$ cat src/rtl/step_size_gen.sv
// step_size_gen: MIDI note + upward fine tune -> NCO phase-accumulator step.
// The octave is split off the note, a one-octave mantissa is interpolated by the
// fine fraction, then scaled by REF_STEP and shifted down per octave with rounding.
// Build option: STEP_GEN_FAST_DIV_EN selects a single-cycle divide-by-12 instead of
// iterative subtraction (results are identical; latency becomes a fixed 4 cycles).
module step_size_gen #(
   parameter int unsigned OUT_W    = 16,
   parameter int unsigned REF_STEP = 17146,
   parameter int unsigned FINE_W   = 8,
   parameter int unsigned TAG_W    = 4
) (
   input  logic              clk,
   input  logic              rst_n,
   input  logic              ce,
   input  logic              in_valid,
   output logic              in_ready,
   input  logic [6:0]        in_note,
   input  logic [FINE_W-1:0] in_fine,
   input  logic [TAG_W-1:0]  in_tag,
   output logic              out_valid,
   input  logic              out_ready,
   output logic [OUT_W-1:0]  out_step,
   output logic [TAG_W-1:0]  out_tag
);

   localparam int unsigned M_W    = 17;
   localparam int unsigned IP_W   = M_W + FINE_W;
   localparam int unsigned PROD_W = OUT_W + M_W;
   localparam int unsigned SUM_W  = PROD_W + 1;
   localparam int unsigned NOTE_W = 7;
   localparam int unsigned OCT_W  = 4;
   localparam int unsigned SH_W   = 5;
   // shift for octave 0 is 15 + 10; each octave up removes one bit of shift
   localparam logic [SH_W-1:0] S_BASE = SH_W'(25);

   typedef enum logic [2:0] {
      S_IDLE,
      S_DIV,
      S_INTERP,
      S_MUL,
      S_ROUND,
      S_DONE
   } state_t;

   state_t              state;
   logic [NOTE_W-1:0]   rem_q;
   logic [OCT_W-1:0]    oct_q;
   logic [FINE_W-1:0]   fine_q;
   logic [TAG_W-1:0]    tag_q;
   logic [M_W-1:0]      meff_q;
   logic [PROD_W-1:0]   prod_q;

   logic [M_W-1:0]      m_lo;
   logic [M_W-1:0]      m_hi;
   logic [M_W-1:0]      m_diff;
   logic [IP_W-1:0]     interp_prod;
   logic [M_W-1:0]      meff_c;
   logic [PROD_W-1:0]   prod_c;
   logic [SH_W-1:0]     shift_c;
   logic [SUM_W-1:0]    sum_c;
   logic [SUM_W-1:0]    res_c;
   logic [OUT_W-1:0]    step_c;

   // One-octave mantissa table: round(2^(k/12) * 32768), k = 0..12
   function automatic logic [M_W-1:0] mant(input logic [3:0] k);
      case (k)
         4'd0:    mant = 17'd32768;
         4'd1:    mant = 17'd34716;
         4'd2:    mant = 17'd36781;
         4'd3:    mant = 17'd38968;
         4'd4:    mant = 17'd41285;
         4'd5:    mant = 17'd43740;
         4'd6:    mant = 17'd46341;
         4'd7:    mant = 17'd49097;
         4'd8:    mant = 17'd52016;
         4'd9:    mant = 17'd55109;
         4'd10:   mant = 17'd58386;
         4'd11:   mant = 17'd61858;
         default: mant = 17'd65536;
      endcase
   endfunction

   // Linear interpolation between adjacent semitone mantissas (rem=11 uses M[12])
   always_comb begin
      m_lo        = mant(rem_q[3:0]);
      m_hi        = mant(rem_q[3:0] + 4'd1);
      m_diff      = m_hi - m_lo;
      interp_prod = IP_W'(m_diff) * IP_W'(fine_q);
      meff_c      = m_lo + M_W'(interp_prod >> FINE_W);
   end

   // Exact scale of the interpolated mantissa by the reference step
   always_comb begin
      prod_c = PROD_W'(REF_STEP) * PROD_W'(meff_q);
   end

   // Round-half-up shift by octave, saturating to the output width
   always_comb begin
      shift_c = S_BASE - SH_W'(oct_q);
      sum_c   = SUM_W'(prod_q) + (SUM_W'(1) << (shift_c - SH_W'(1)));
      res_c   = sum_c >> shift_c;
      if (|res_c[SUM_W-1:OUT_W]) begin
         step_c = '1;
      end else begin
         step_c = res_c[OUT_W-1:0];
      end
   end

`ifdef STEP_GEN_FAST_DIV_EN
   logic [OCT_W-1:0]  fast_oct;
   logic [NOTE_W-1:0] fast_rem;

   // Single-cycle divide of the latched note by 12
   always_comb begin
      fast_oct = OCT_W'(rem_q / NOTE_W'(12));
      fast_rem = rem_q - (NOTE_W'(fast_oct) * NOTE_W'(12));
   end
`endif

   // Request sequencing, datapath registers and registered handshake outputs
   always_ff @(posedge clk or negedge rst_n) begin
      if (!rst_n) begin
         state     <= S_IDLE;
         in_ready  <= 1'b1;
         out_valid <= 1'b0;
         out_step  <= '0;
         out_tag   <= '0;
         rem_q     <= '0;
         oct_q     <= '0;
         fine_q    <= '0;
         tag_q     <= '0;
         meff_q    <= '0;
         prod_q    <= '0;
      end else if (ce) begin
         case (state)
            S_IDLE: begin
               if (in_valid && in_ready) begin
                  rem_q    <= in_note;
                  oct_q    <= '0;
                  fine_q   <= in_fine;
                  tag_q    <= in_tag;
                  in_ready <= 1'b0;
                  state    <= S_DIV;
               end
            end
            S_DIV: begin
`ifdef STEP_GEN_FAST_DIV_EN
               rem_q <= fast_rem;
               oct_q <= fast_oct;
               state <= S_INTERP;
`else
               if (rem_q >= NOTE_W'(12)) begin
                  rem_q <= rem_q - NOTE_W'(12);
                  oct_q <= oct_q + OCT_W'(1);
               end else begin
                  state <= S_INTERP;
               end
`endif
            end
            S_INTERP: begin
               meff_q <= meff_c;
               state  <= S_MUL;
            end
            S_MUL: begin
               prod_q <= prod_c;
               state  <= S_ROUND;
            end
            S_ROUND: begin
               out_step  <= step_c;
               out_tag   <= tag_q;
               out_valid <= 1'b1;
               state     <= S_DONE;
            end
            S_DONE: begin
               if (out_ready) begin
                  out_valid <= 1'b0;
                  in_ready  <= 1'b1;
                  state     <= S_IDLE;
               end
            end
            default: begin
               out_valid <= 1'b0;
               in_ready  <= 1'b1;
               state     <= S_IDLE;
            end
         endcase
      end
   end

endmodule

$ cat config.mk
export PLATFORM = sky130hd
export DESIGN_NAME = step_size_gen
export DESIGN_NICKNAME = d
export VERILOG_FILES = /design/src/rtl/step_size_gen.sv
export SDC_FILE = /design/constraint.sdc
export NUM_CORES = 1
export LEC_CHECK = 0
export ABC_AREA = 0
export BUFFER_PORTS_ARGS = -buffer_cell sky130_fd_sc_hd__buf_2
export CAP_MARGIN = 20
export CELL_PAD_IN_SITES_DETAIL_PLACEMENT = 1
export CELL_PAD_IN_SITES_GLOBAL_PLACEMENT = 1
export CORE_MARGIN = 5
export CORE_UTILIZATION = 46
export CTS_CLUSTER_DIAMETER = 40
export CTS_CLUSTER_SIZE = 14
export DETAILED_ROUTE_END_ITERATION = 16
export PLACE_DENSITY = 0.91
export SYNTH_ARGS = -nofsm -noshare
export SYNTH_HDL_FRONTEND = slang
export SYNTH_SLANG_ARGS = --single-unit
export TNS_END_PERCENT = 30
$ cat constraint.sdc
create_clock -name clk -period 9.08 [get_ports clk]
set_input_delay 1.362 -clock clk [delete_from_list [all_inputs] [get_ports clk]]
set_output_delay 1.362 -clock clk [all_outputs]
set_load 0.02 [all_outputs]
# After elaboration in Yosys (flattened, before gate mapping)
# Memory sizes are Yosys's and may differ from the RTL's.
# Index checks and enable logic that the tools add are counted.
# totals
register_bits,96
romBits,544
inputBits,24
out_inout_bits,22
wordCells,67
mem_count,2
# classes
n_addsub,8
multipliers,2
magnitude_cmp,1
n_eq_ne,9
n_shift,2
n_mux,16
bitwise_logic,2
n_reduce_logical,14
# mem_list
name,depth,width,read_ports,rd_ports_with_merged_regs,write_ports,line,source
(name not given),16,17,1,0,0,66,case (k)
(name not given),16,17,1,0,0,66,
# ops
operator,n
32-bit by 34-bit adder with 34-bit output,1
1-bit by 5-bit << shifter with 34-bit output (first input constant),1
34-bit by 5-bit >> shifter with 34-bit output,1
14-bit by 17-bit multiplier with 31-bit output (first input constant),1
17-bit by 8-bit multiplier with 25-bit output,1
3-bit one-hot mux with 6 select lines,1
18-bit OR reduction,1
17-bit adder,1
17-bit subtractor,1
16-bit two-way mux,1
7-bit two-way mux,2
7-bit one-hot mux with 2 select lines,1
4-bit AND reduction,3
3-bit two-way mux,3
4-bit by 1-bit adder with 4-bit output (second input constant),2
4-bit two-way mux,2
2-bit inequality test (second input constant),4
4-bit one-hot mux with 2 select lines,1
4-bit OR reduction,2
7-bit by 4-bit greater-or-equal comparator with 1-bit output (second input constant),1
7-bit by 4-bit subtractor with 7-bit output (second input constant),1
3-bit by 2-bit == test with 1-bit output (second input constant),2
3-bit == test (second input constant),2
1-bit one-hot mux with 3 select lines,2
10 further kinds,16

# Longest topological paths before layout
# logic_depth
ltp_word,7
depth_mapped,43
depth_no_buf,42

# Least setup slack after synthesis
# No wires, ideal clock.
# synth_path
path_type,register to register
start,register rem_q[0]
end,register meff_q[16]
setup_ns,0.135
arrival_ns,8.597
required_ns,8.945
slack_ns,0.348
stages_incl_launch_ff,40
n_path_buf,1
synth_period_minus_slack_ns,8.732
cell_sequence,dfrtp_1 > inv_1 > ha_1 > clkbuf_1 > inv_1 > nor2_1 > a21oi_1 > o22ai_1 > inv_1 > ha_1 > a21o_1 > a21o_1 > a211oi_1 > xnor2_1 > and2_1 > fa_1 > inv_1 > fa_1 > [4 not listed] > inv_1 > ha_1 > nand3_1 > o21ai_0 > a211oi_1 > a211oi_1 > o311a_1 > o21a_1 > o21a_1 > o21a_1 > nor2_1 > ha_1 > and3_1 > a211o_1 > a21oi_1 > xnor2_1 > xnor2_1 > o21ai_0
# synth_between
elab_chain_cells,5
word_cells_on_any_way,6
classes_between,add/sub (3); mul (1); memory (2)
# synth_rtl
item,line,source
start: declaration,46,logic [NOTE_W-1:0] rem_q;
start signal: assignment,138,rem_q <= in_note;
start signal: assignment,153,rem_q <= rem_q - NOTE_W'(12);
4-bit by 1-bit adder with 4-bit output,86,m_hi = mant(rem_q[3:0] + 4'd1);
memory read 16 x 17 bit,-,
17-bit subtractor,87,m_diff = m_hi - m_lo;
17-bit by 8-bit multiplier with 25-bit output,88,interp_prod = IP_W'(m_diff) * IP_W'(fine_q);
17-bit adder *,89,meff_c = m_lo + M_W'(interp_prod >> FINE_W);
end signal: assignment,161,meff_q <= meff_c;
end: declaration,50,logic [M_W-1:0] meff_q;
# Every way passes the cells marked *; elsewhere a longest branch is shown, timed or not.
# A chain may end at the register's enable or synchronous reset.

# Worst setup path in the final report
# layout_path
start,register rem_q[2]
end,register meff_q[16]
# The elaborated chain is that of the path after synthesis.

==> impl_results.md <==
* Pleak at 10.6 nW
* First-pass GRT wire length at 96.4 mm
* Synth Area in Simple Gates at 17.6%
* GRT Util Overall at 26.5%
* WL final at 61.6 mm
* Largest family of logic cells by synthesized area: adder cells
* Cell Area, Synth at 0.0188 mm2
* CP delay by family, top: compound AO/OA/AOI/OAI gates
* CTS buffer count at 9
* Slowest cell on crit path: fa_1
* Worst path required time at 9330 ps
* Critical-path maximum fanout at 23
* Synth Area in Compound Gates at 19.4%
* Failing checks: setup timing
* Reg2reg start: rem_q[2]
* Post-Synth Adder-Cell Area at 35.2%
* Post-route cell area at 0.0204 mm2
* Asr flop ratio synth at 100%
* Gpl congestion at 0.970
* Die Span X at 212 um
* Clock Tree Root: clkbuf_16
* Largest cells by area after synthesis: fa_1 (18%), ha_1 (17%), dfrtp_1 (13%), nand2_1 (4.4%), inv_1 (4.4%)
* ANT nets after route at 0
* Crit Path Category: register to register
* Multiplexer share of the synthesized area at 3.71%
* Crit path launch: rem_q[2]
* Residual DRC at 0
* Vias in the first global route at 18600
* Worst Skew at 14.2 ps
* DP Worst Slack at -295 ps
* Core area at 0.0406 mm2
* Seq/Total Area, Yosys at 12.8%
* Most frequent cell after synthesis: ha_1
* Library cells used by synthesis at 89
* Post-synth EDFFs at 0
* Initial core utilization at 46.2%
* Top cell type's share of synthesized area at 18.5%
* CP Buf/Inv Count at 3
* Worst setup margin at -34.9 ps
* Worst Path Arrival at 9360 ps
* Slew @ Worst Pin at 975 ps
* Count of final hold-check violations at 0
* Die span in y at 212 um
* Inserted Diodes at 0
* Area Overhead vs Synth at 8.77%
* Clk buf depth at 2
* Slew HR at 35.0%
* Max cap viols at 0
* Routed length per instance at 22.2 um
* # rows at 74
* Number of antenna violations at the first check in global routing at 0
* Min-delay worst type: register to register
* Status: finished with violations
* Buffers on Ports at 45
* Crit path launch type: register
* Placement Cell Area at 0.0196 mm2
* Final number of max-transition violations at 0
* Final clock period utilization by the worst path at 100%
* Clock Latency Late Sink at 380 ps
* Crit end category: register
* Proportion of layout cells with a drive suffix above 1 at 11.4%
* Syn Inst Count at 2211
* CP max stage delay at 560 ps
* YS warnings at 0
* Pwr Density at 44.1 mW/mm2
* Prevailing post-synth register cell: dfrtp_1
* Leading area contributor after synthesis: fa_1
* Synthesized flop and latch total at 96
* Total grt overflow at 0
* CTS tree: done
* Post-DR vias/cell at 6.13
* Final Critical Period at 9110 ps
* 1st-pass router iterations at 5
* Drt initial violations at 1027
* Die area at 0.0449 mm2
* Syn Nets at 2659
* XOR/XNOR Fraction of Synth Area at 4.99%
* Maximum clock frequency at 110 MHz
* Hold Crit Start: tag_q[3]
* Via count at 17000
* Top-Level Pins at 46
* Avg Cell Area, Syn at 8.48 um2
* H-tree depth at 3
* Clock tree sinks at 96
* Setup violators final at 1
* Most instantiated cells after synthesis: ha_1 (251), nand2_1 (222), inv_1 (221)
* DP HPWL at 47.9 mm
* CTS clk-pin slew, worst paths at 70 ps
* Largest net degree at the start of global routing at 70
* Worst IR Drop VDD at 0.0806 mV
* Nets at 2679
==> cell families (layout without fill, tap and decap cells) <==
kind of cell,Yosys count,after routing
mux,52,52
flops,96,96
fa+ha+maj,424,424
xor+xnor,106,106
compound gates,542,542
buf+inv,310,335
simple gates,681,681
==> report_power, final <==
part / switching (mW) / total (mW) / internal (mW)
sequential: 0 / 0.427 / 0.427
clock: 0.186 / 0.457 / 0.271
combinational: 0.0114 / 0.0158 / 0.00438
total: 0.197 / 0.900 / 0.702
==> layout make-up <==
cell class,instances,area [um2]
Clock buffer,10,229
Clock inverter,6,115
Fill cell,4831,20200
Sequential cell,96,2410
Inverter,222,833
Timing Repair Buffer,97,633
Multi-Input combinational cell,1805,15500
Tap cell,532,666
==> registers in the layout, summed over array words and instances (netlist names) <==
signal,cells
prod_q,31
meff_q,17
out_step,16
fine_q,8
rem_q,7
oct_q,4
out_tag,4
tag_q,4
state,3
in_ready,1
out_valid,1
==> what timing repair did <==
item	in CTS	in global routing
cloned	0	0
buffers inserted	0	14
pin swaps	0	20
hold buffers	0	0
setup endpoints to repair	4	5
resized for setup	12	65
==> worst paths after layout <==
| kind | end | slack [ps] | cells past startpoint |
|---|---|---|---|
| hold reg to reg | tag_q[3] | 480 | 2 |
| hold / removal | tag_q[3] | 480 | 2 |
| setup reg to reg | meff_q[16] | -30 | 37 |
| setup / recovery | meff_q[16] | -30 | 37 |
| max in group asynchronous | rem_q[3] | 6780 | 2 |
| min in group asynchronous | prod_q[19] | 900 | 1 |
==> placed cells by master, fill, tap and decap left out, drive strengths merged, types with 71 or more instances in the layout <==
cell   synthesis  final
ha           251    251
nand2        222    222
inv          221    222
fa           173    173
o21ai        139    139
nor2         138    138
a21oi        125    125
and2         105    105
buf           22     97
dfrtp         95     95
xnor2         71     71
==> worst reg2reg max path: cells and delay by family (launching register included) <==
kind                     cells  cell delay (ps)
AO/OA/AOI/OAI               16             3280
adder cells (fa/ha/maj)      7             3040
AND/OR/NAND/NOR              8             1280
XOR/XNOR                     3              560
flip-flops                   1              470
buffers and inverters        3              340
==> stage by stage <==
| step | power (mW) | util (%) | hold WS, ps | setup TNS (ps) | cells |
|---|---|---|---|---|---|
| 6_report | 0.900 | 50.3 | 476 | -34.9 | 2768 |
| 5_1_grt | 0.928 | 50.3 | 496 | -682 | 2768 |
| 4_1_cts | 0.908 | 49.3 | 481 | -32.6 | 2752 |
| 3_5_place_dp | 0.452 | 48.3 | 463 | -478 | 2736 |
| 3_3_place_gp | 0.452 | 48.3 | 453 | 0 | 2736 |
| 2_1_floorplan | 0.437 | - | 440 | 0 | 2211 |
==> routing by layer <==
layer / vias to the layer above / wire [um] / GRT usage (%)
li1: 7708 / - / -
met1: 8481 / 23900 / 30.7
met2: 534 / 31900 / 48.6
met3: 239 / 2370 / 3.28
met4: 0 / 3390 / 12.1
met5: - / 0 / 0
Note: power is estimated with default switching activity, not from simulation.
